File: src/rtl/wb_sequencer.sv
// wb_sequencer: write-back sequencer for the single-cycle core.
//   Selects the register-data source, drives the register-file write enable
//   and write address, and stalls the PC while a load waits on a
//   variable-latency data memory. ALU and link results are written back in
//   the cycle they are presented. A load that gets no response within
//   TIMEOUT_CYCLES cycles of LOAD_WAIT is aborted, and this sets a sticky flag.
//
// Ports:
//   clk, rst_n      rising-edge clock, asynchronous active-low reset
//   instr_valid     decoded instruction present this cycle
//   wb_kind[1:0]    00 ALU, 01 load, 10 link (PC+4), 11 no write-back
//   rd[4:0]         destination register of the current instruction
//   mem_rsp_valid   data memory read data valid
//   dmem_req        one-cycle load request pulse
//   reg_data_src    register-data mux select: 00 ALU, 01 memory, 10 PC+4
//   reg_write       register-file write enable (never asserted for x0)
//   reg_waddr[4:0]  register-file write address
//   pc_stall        hold PC and current instruction
//   load_timeout    sticky: a load was aborted (cleared only by reset)
module wb_sequencer #(
  parameter int unsigned TIMEOUT_CYCLES = 15
) (
  input  logic       clk,
  input  logic       rst_n,
  input  logic       instr_valid,
  input  logic [1:0] wb_kind,
  input  logic [4:0] rd,
  input  logic       mem_rsp_valid,
  output logic       dmem_req,
  output logic [1:0] reg_data_src,
  output logic       reg_write,
  output logic [4:0] reg_waddr,
  output logic       pc_stall,
  output logic       load_timeout
);

  localparam int unsigned CW = $clog2(TIMEOUT_CYCLES + 1);
  localparam logic [CW-1:0] LAST_CNT = CW'(TIMEOUT_CYCLES - 1);

  localparam logic [0:0] S_IDLE      = 1'b0;
  localparam logic [0:0] S_LOAD_WAIT = 1'b1;

  logic [0:0]    state, nxt_state;
  logic [4:0]    rd_q, nxt_rd;
  logic [CW-1:0] wait_cnt, nxt_cnt;
  logic          to_q, nxt_to;

  assign load_timeout = to_q;

  always_comb begin
    dmem_req     = 1'b0;
    reg_data_src = 2'b00;
    reg_write    = 1'b0;
    reg_waddr    = '0;
    pc_stall     = 1'b0;
    nxt_state    = state;
    nxt_rd       = rd_q;
    nxt_cnt      = wait_cnt;
    nxt_to       = to_q;

    case (state)
      S_IDLE: begin
        // mem_rsp_valid is deliberately ignored here: a response with no
        // outstanding load must not write anything.
        if (instr_valid) begin
          case (wb_kind)
            2'b00, 2'b10: begin
              reg_data_src = wb_kind;
              reg_waddr    = rd;
              reg_write    = (rd != 5'd0);
            end
            2'b01: begin
              dmem_req  = 1'b1;
              pc_stall  = 1'b1;
              nxt_rd    = rd;
              nxt_cnt   = '0;
              nxt_state = S_LOAD_WAIT;
            end
            default: ;
          endcase
        end
      end
      S_LOAD_WAIT: begin
        // A response in the last allowed cycle takes priority over the abort.
        if (mem_rsp_valid) begin
          reg_data_src = 2'b01;
          reg_waddr    = rd_q;
          reg_write    = (rd_q != 5'd0);
          nxt_state    = S_IDLE;
        end else if (wait_cnt == LAST_CNT) begin
          nxt_to    = 1'b1;
          nxt_state = S_IDLE;
        end else begin
          pc_stall = 1'b1;
          nxt_cnt  = wait_cnt + 1'b1;
        end
      end
      default: nxt_state = S_IDLE;
    endcase

    // Outputs are held low for the whole time reset is asserted, even though
    // state is already IDLE, so an instruction on the inputs cannot write.
    if (!rst_n) begin
      dmem_req     = 1'b0;
      reg_data_src = 2'b00;
      reg_write    = 1'b0;
      reg_waddr    = '0;
      pc_stall     = 1'b0;
    end
  end

  always_ff @(posedge clk or negedge rst_n) begin
    if (!rst_n) begin
      state    <= S_IDLE;
      rd_q     <= '0;
      wait_cnt <= '0;
      to_q     <= 1'b0;
    end else begin
      state    <= nxt_state;
      rd_q     <= nxt_rd;
      wait_cnt <= nxt_cnt;
      to_q     <= nxt_to;
    end
  end

endmodule

File: config.mk
export PLATFORM = sky130hd
export DESIGN_NAME = wb_sequencer
export DESIGN_NICKNAME = d
export VERILOG_FILES = /design/src/rtl/wb_sequencer.sv
export SDC_FILE = /design/constraint.sdc
export NUM_CORES = 1
export LEC_CHECK = 0
export BUFFER_PORTS_ARGS = -buffer_cell sky130_fd_sc_hd__buf_2
export CORE_AREA = 2 2 39 41
export CTS_BUF_LIST = sky130_fd_sc_hd__clkbuf_16
export DETAILED_ROUTE_END_ITERATION = 16
export DIE_AREA = 0 0 41 43
export GPL_TIMING_DRIVEN = 0
export PLACE_DENSITY = 0.82
export SYNTH_ARGS = -nofsm -noshare
export SYNTH_HDL_FRONTEND = slang
export SYNTH_SLANG_ARGS = --single-unit
File: constraint.sdc
create_clock -name clk -period 2.9 [get_ports clk]
set_input_delay 0.58 -clock clk [delete_from_list [all_inputs] [get_ports clk]]
set_output_delay 0.58 -clock clk [all_outputs]
set_load 0.05 [all_outputs]
==> results of run 1 <==
synthesized netlist by cell type:
cell type  instances  share of area, %
nand2_1           18                11
dfrtp_1           11                43
a22o_1             5               6.9
o21ai_1            5               3.9
inv_1              3               1.8
nand3_1            3               2.4
nor2b_1            3               3.0
and2_1             2               2.0
and3_1             2               2.0
ha_1               2               3.9
o211ai_1           2               2.4
or4_1              2               2.4
a21o_1             1               1.2
and4bb_1           1               2.0
and4bb_2           1               2.0
buf_2              1              0.79
nand2b_1           1              0.98
nand3b_1           1               1.2
nand4bb_2          1               2.6
nor3b_1            1               1.2
o21ai_2            1               1.4
o221ai_1           1               1.4
or3_1              1              0.98
flip-flops by register name, indices dropped and copies added, names as in the netlist:
| signal | count |
|---|---|
| load_timeout | 1 |
| rd_q | 5 |
| state | 1 |
| wait_cnt | 4 |
worst register-to-register path, cell delays in order (launching register included):
cell and delay, ps:
dfrtp_1 370, inv_1 80, ha_1 200, and3_1 210, o21ai_2 240, o221ai_1 140
placed cells by master (no fill, tap or decap), drive strengths merged:
| master | n |
|---|---|
| a21o | 1 |
| a22o | 5 |
| and2 | 2 |
| and3 | 2 |
| and4bb | 2 |
| buf | 22 |
| clkbuf | 3 |
| dfrtp | 11 |
| ha | 2 |
| inv | 4 |
| nand2 | 18 |
| nand2b | 1 |
| nand3 | 3 |
| nand3b | 1 |
| nand4bb | 1 |
| nor2b | 3 |
| nor3b | 1 |
| o211ai | 2 |
| o21ai | 6 |
| o221ai | 1 |
| or3 | 1 |
| or4 | 2 |
report_power, final:
| group | total, mW | leakage (nW) | switching [mW] | internal, mW |
|---|---|---|---|---|
| clock | 0.243 | 0.0423 | 0.0629 | 0.180 |
| sequential | 0.214 | 0.143 | 0.0291 | 0.185 |
| combinational | 0.113 | 0.268 | 0.0699 | 0.0433 |
per-layer routing:
layer	part of all wire [%]	vias to the layer above
met5	0	-
met4	0.66	0
met3	5.0	2
met2	50	15
met1	44	283
li1	-	301
kinds of logic after synthesis:
kind of cell / Yosys count / share of synthesized area (%)
AO/OA/AOI/OAI: 15 / 17.1
buffers and inverters: 4 / 2.56
AND/OR/NAND/NOR: 37 / 33.1
adder cells (fa/ha/maj): 2 / 3.94
flip-flops: 11 / 43.3
area by class of cell:
| cell class | instances | area [sq um] | share of cell area [%] |
|---|---|---|---|
| clock buffers | 3 | 75.1 | 8.94 |
| well taps | 16 | 20.0 | 2.38 |
| clock inverters | 1 | 3.75 | 0.447 |
| multi-input cells | 54 | 344 | 41.0 |
| repair buffers | 21 | 105 | 12.5 |
| inverters | 3 | 11.3 | 1.34 |
| plain buffers | 1 | 5.00 | 0.596 |
| flip-flops and latches | 11 | 275 | 32.8 |
metrics by stage:
| step | util (%) | power (mW) | std cells | hold WS, ps | setup WS, ps |
|---|---|---|---|---|---|
| 6_report | 60.7 | 0.570 | 110 | 230 | 575 |
| 3_3_place_gp | 55.0 | 0.321 | 106 | 440 | 695 |
| 2_1_floorplan | - | 0.290 | 69 | 284 | 503 |
| 3_5_place_dp | 55.0 | 0.329 | 106 | 445 | 665 |
| 5_1_grt | 60.7 | 0.601 | 110 | 256 | 481 |
| 4_1_cts | 60.7 | 0.575 | 110 | 234 | 565 |
worst min-delay path by stage:
stage | cells past startpoint | startpoint | to | slack, ps
final | 1 | rst_n | rd_q[1] | 230
after global placement | 1 | load_timeout | load_timeout | 440
after floorplan | 0 | rst_n | load_timeout | 280
after global routing | 1 | rst_n | state | 260
after detailed placement | 1 | load_timeout | load_timeout | 440
after CTS | 1 | rst_n | rd_q[1] | 230
==> results.toml, run 1 <==
[timing]
setup_tns_ps = 0
tightestPinTransition_ps = 301
finalSetupViolCount = 0
drv_slew = 0
hold_violations = 0
fin_skew_ps = 1.35
max_slew_margin_pct = 80.0
period_share_pct = 80.2
rsz0062_at_grt = "no"
fmax_ghz = 0.430
fin_crit_ps = 2320

[floorplanning]
core_area_sq_mm = 0.00138
core.rowCount = 14
die_h_um = 43
ios = 22
initial_core_util_pct = 45.9
die_w_um = 41
die_area_sq_mm = 0.00176

[grt]
gr-usage-met3_pct = 4.71
antenna_found_initial = 0
busiest_layer = "met2"
use_met2_pct = 28.4
gr-usage-all-layers_pct = 17.7
grt-ovfl-total = 0
grt_pass1_vias = 549
grt_pass1_wl_um = 2100
grt_max_degree = 16
use_met1_pct = 20.7

[clocking]
cts.sinks = 11
cts_tree = "built"
cts-root-buf = "clkbuf_16"
cts_resized = 0
clk_pin_slew_ps = 40
htreeDepth = 1
numCtsBuffers = 3
cts_setup_buffers = 0
cts_hold_buffers = 0
clock_latency_ps = 230
cts_buffer_depth = 2

[pwr]
ir_drop_mv = 0.357
power.leakage_nw = 0.453
p_per_area_mw_per_mm2 = 679

[setup_path]
path_depth = 6
crit_end = "pc_stall"
path_delay_family = "flip-flops"
critical_path.max_stage_delay_ps = 370
crit_path_end_kind = "output pin"
rr_startpoint = "wait_cnt[0]"
crit_arrival_ps = 1740
crit_buf_inv = 2
worst_ep_required_time_ps = 2320
crit_start = "wait_cnt[0]"
cp_slowest_cell = "dfrtp_1"
r2r-end = "wait_cnt[3]"
cp-start-kind = "flop"
r2r.worst_path.cells = 5
crit_path_max_fanout = 5
cp_cell_sequence = "inv_1 -> ha_1 -> and3_1 -> o21ai_2 -> and2_1 -> buf_2"
path_class = "reg2out"
r2r_slack_ps = 1520

[placement]
place_area_sq_um = 761
place_congestion = 0.725
dpl.hpwl_um = 1080
numPortBuffers = 21

[yosys]
synth_warnings = 0
synthDistinctLibCells = 23
synth_cells = 69
synth_seq_cells = 11
synthesis.nets = 82
synth_seq_area_share_pct = 43.3
synth_area_sq_um = 636
avgSynthCellArea_sq_um = 9.21

[drt]
vias_per_cell = 5.46
drc = 0
finalWirelength_um = 1370
first_pass_iters = 1
antenna_left = 0
wl_per_cell_um = 12.4
routed-via-count = 601
drt_iter0_markers = 0

[layout]
finish.instance_area_sq_um = 840
drive_gt1_share_pct = 29.8
nets = 108
fillCellCount = 119
n_antenna_cell = 0
syn2layout_area_growth_pct = 32.1

[status]
status = "completed"

[job]
cap_viol_max_count = 0

[worst_hold_path]
hold_path_class = "in2async"
(Power assumes the default switching activity.)
==> inputs of run 2 (changes only) <==
Settings changed: ABC_AREA set to 1, CORE_AREA 2 2 39 41 to not set, CORE_UTILIZATION set to 44, DIE_AREA 0 0 41 43 to not set, PLACE_DENSITY 0.82 to 0.78.
Clock period 2.9 ns to 1.88 ns, I/O delays scaled along.
==> run 2 against run 1 <==
Sequential power up 48%. First-iteration DRC count rose by 7. Combinational power is 73% higher. Largest power group unchanged. Highest routed layer unchanged.
==> results.toml, run 2 <==
[status]
status = "completed"

[placement]
dpl_worst_slack_ps = 27.1
placedCellCount = 128
place_area_sq_um = 845
place_congestion = 0.872
dpl.hpwl_um = 1100
numPortBuffers = 21

[clocking]
cts_buffer_depth = 2
htreeDepth = 1
cts_tree = "built"
cts.sinks = 11
numCtsBuffers = 3
clk_pin_slew_ps = 40
cts_hold_buffers = 0
clock_latency_ps = 240
cts-root-buf = "clkbuf_16"

[yosys]
synthDistinctLibCells = 18
synth_most_common_cell = "nand2_1"
ys.flop_type = "dfrtp_1"
synth.top_cell.area_share_pct = 38.3
synth_seq_cells = 11
synth-edff-count = 0
synth_cells = 91
synth_area_sq_um = 719
netlist_top_cells_area = "dfrtp_1, nand2_1, inv_1"
synth_seq_area_share_pct = 38.3
yosysTopAreaCell = "dfrtp_1"
synth_common_cells = "nand2_1, inv_1, dfrtp_1"
synthesis.nets = 104
avgSynthCellArea_sq_um = 7.91
async_flop_share_pct = 100
synth_warnings = 0

[timing]
tightestPinTransition_ps = 254
fmax_ghz = 0.562
fin_skew_ps = 2.34
max_slew_margin_pct = 83.2
fin_crit_ps = 1780
finalSetupViolCount = 0
setup_tns_ps = 0
drv_slew = 0
rsz0062_at_grt = "no"
hold_violations = 0
period_share_pct = 94.7
layout_setup_ws_ps = 99.4
timing.hold.ws_ps = 5.63

[setup_path]
critical_path.max_stage_delay_ps = 420
path_class = "reg2out"
cp-start-kind = "flop"
r2r-end = "wait_cnt[3]"
rr_startpoint = "wait_cnt[0]"
crit_path_max_fanout = 7
worst_ep_required_time_ps = 1500
crit_path_end_kind = "output pin"
crit_start = "wait_cnt[1]"
crit_arrival_ps = 1400
crit_end = "pc_stall"
cp_cell_sequence = "ha_1 -> nand3_2 -> nand2_4 -> a21oi_2 -> buf_4"
cp_slowest_cell = "dfrtp_1"
r2r.worst_path.cells = 7
r2r_slack_ps = 730

[layout]
layout_commonest_cell = "nand2_1"
finish.instance_area_sq_um = 936
final_util_pct = 61.4
largestRegisters = "rd_q (5), wait_cnt (4)"
drive_gt1_share_pct = 34.2
multi_input_area_sq_um = 368
final-seq-area_sq_um = 275
largest-register = "rd_q"
n_antenna_cell = 0
largest_register_ffs = 5
final_cell_mix = "nand2_1, buf_2, inv_1"
syn2layout_area_growth_pct = 30.1
nets = 131
fillCellCount = 142
final_cells = 133

[drt]
vias_per_cell = 5.01
routed-via-count = 666
finalWirelength_um = 1400
drt_iter0_markers = 7
antenna_left = 0
wl_per_cell_um = 10.5
drc = 0
first_pass_iters = 4

[pwr]
power.leakage_nw = 0.525
report.power.total_mw = 0.897
ir_drop_mv = 0.506
p_per_area_mw_per_mm2 = 959

[grt]
grt_pass1_wl_um = 2420
grt_max_degree = 15
gr-usage-all-layers_pct = 17.3
antenna_found_initial = 0
grt-ovfl-total = 0
grt_pass1_vias = 612

[floorplanning]
initial_core_util_pct = 47.2
core_area_sq_mm = 0.00152
die_w_um = 42.4
die_area_sq_mm = 0.00180
core.rowCount = 14
ios = 22
die_h_um = 42.4

[job]
cap_viol_max_count = 0

[worst_hold_path]
hold_path_class = "in2async"
==> run 2: cell count changes in the layout (fill, tap and decap cells not counted), sizes merged, moves of 3 or more <==
cell	change
o21ai	+4
a22o	-5
nor2	+10
nand4	+3
inv	+11
nor2b	-3
nand2	+10
nand3	+5
==> run 2: worst min path at each step <==
| stage | start | endpoint | cells after the start |
|---|---|---|---|
| floorplan | rst_n | load_timeout | 0 |
| global placement | rst_n | rd_q[4] | 1 |
| detailed placement | rst_n | rd_q[4] | 1 |
| CTS | rst_n | rd_q[4] | 1 |
| global route | rst_n | rd_q[4] | 1 |
| finish | rst_n | rd_q[4] | 1 |
==> run 2: timing repair <==
item                                    CTS  global route
setup buffers                             0             1
resized for setup                         1             1
gates cloned                              0             0
endpoints found under the setup margin    1             8
==> run 2: critical path: cells and delay by family, from the launching register on <==
kind	cells	cell delay, ps
compound gates	1	140
fa+ha+maj	1	230
buf+inv	1	200
flops	1	420
simple gates	2	180
==> run 2: area by class of cell <==
class / instances / area share [%]
multi-input cells: 64 / 39.3
well taps: 16 / 2.14
clock inverters: 1 / 0.401
flip-flops and latches: 11 / 29.4
inverters: 15 / 6.55
clock buffers: 3 / 8.02
repair buffers: 22 / 12.6
plain buffers: 1 / 1.60
==> run 2: kinds of logic after synthesis <==
kind of cell | Yosys count | synth area share (%)
xor+xnor | 1 | 1.22
fa+ha+maj | 2 | 3.48
buf+inv | 16 | 10.6
simple gates | 50 | 36.7
compound gates | 11 | 9.74
flops | 11 | 38.3
==> run 2: per-layer routing <==
layer / vias up / part of all wire, % / wire, um / global-route usage (%)
met5: - / 0 / 0 / 0
met4: 0 / 1.1 / 16 / 5.63
met3: 3 / 4.7 / 66 / 3.88
met2: 21 / 48 / 675 / 30.5
met1: 302 / 46 / 640 / 20.5
li1: 340 / - / - / -
==> run 2: power by group <==
part | leakage (nW) | switching (mW) | internal (mW)
registers | 0.138 | 0.0389 | 0.278
logic | 0.345 | 0.121 | 0.0746
clock network | 0.0423 | 0.105 | 0.279
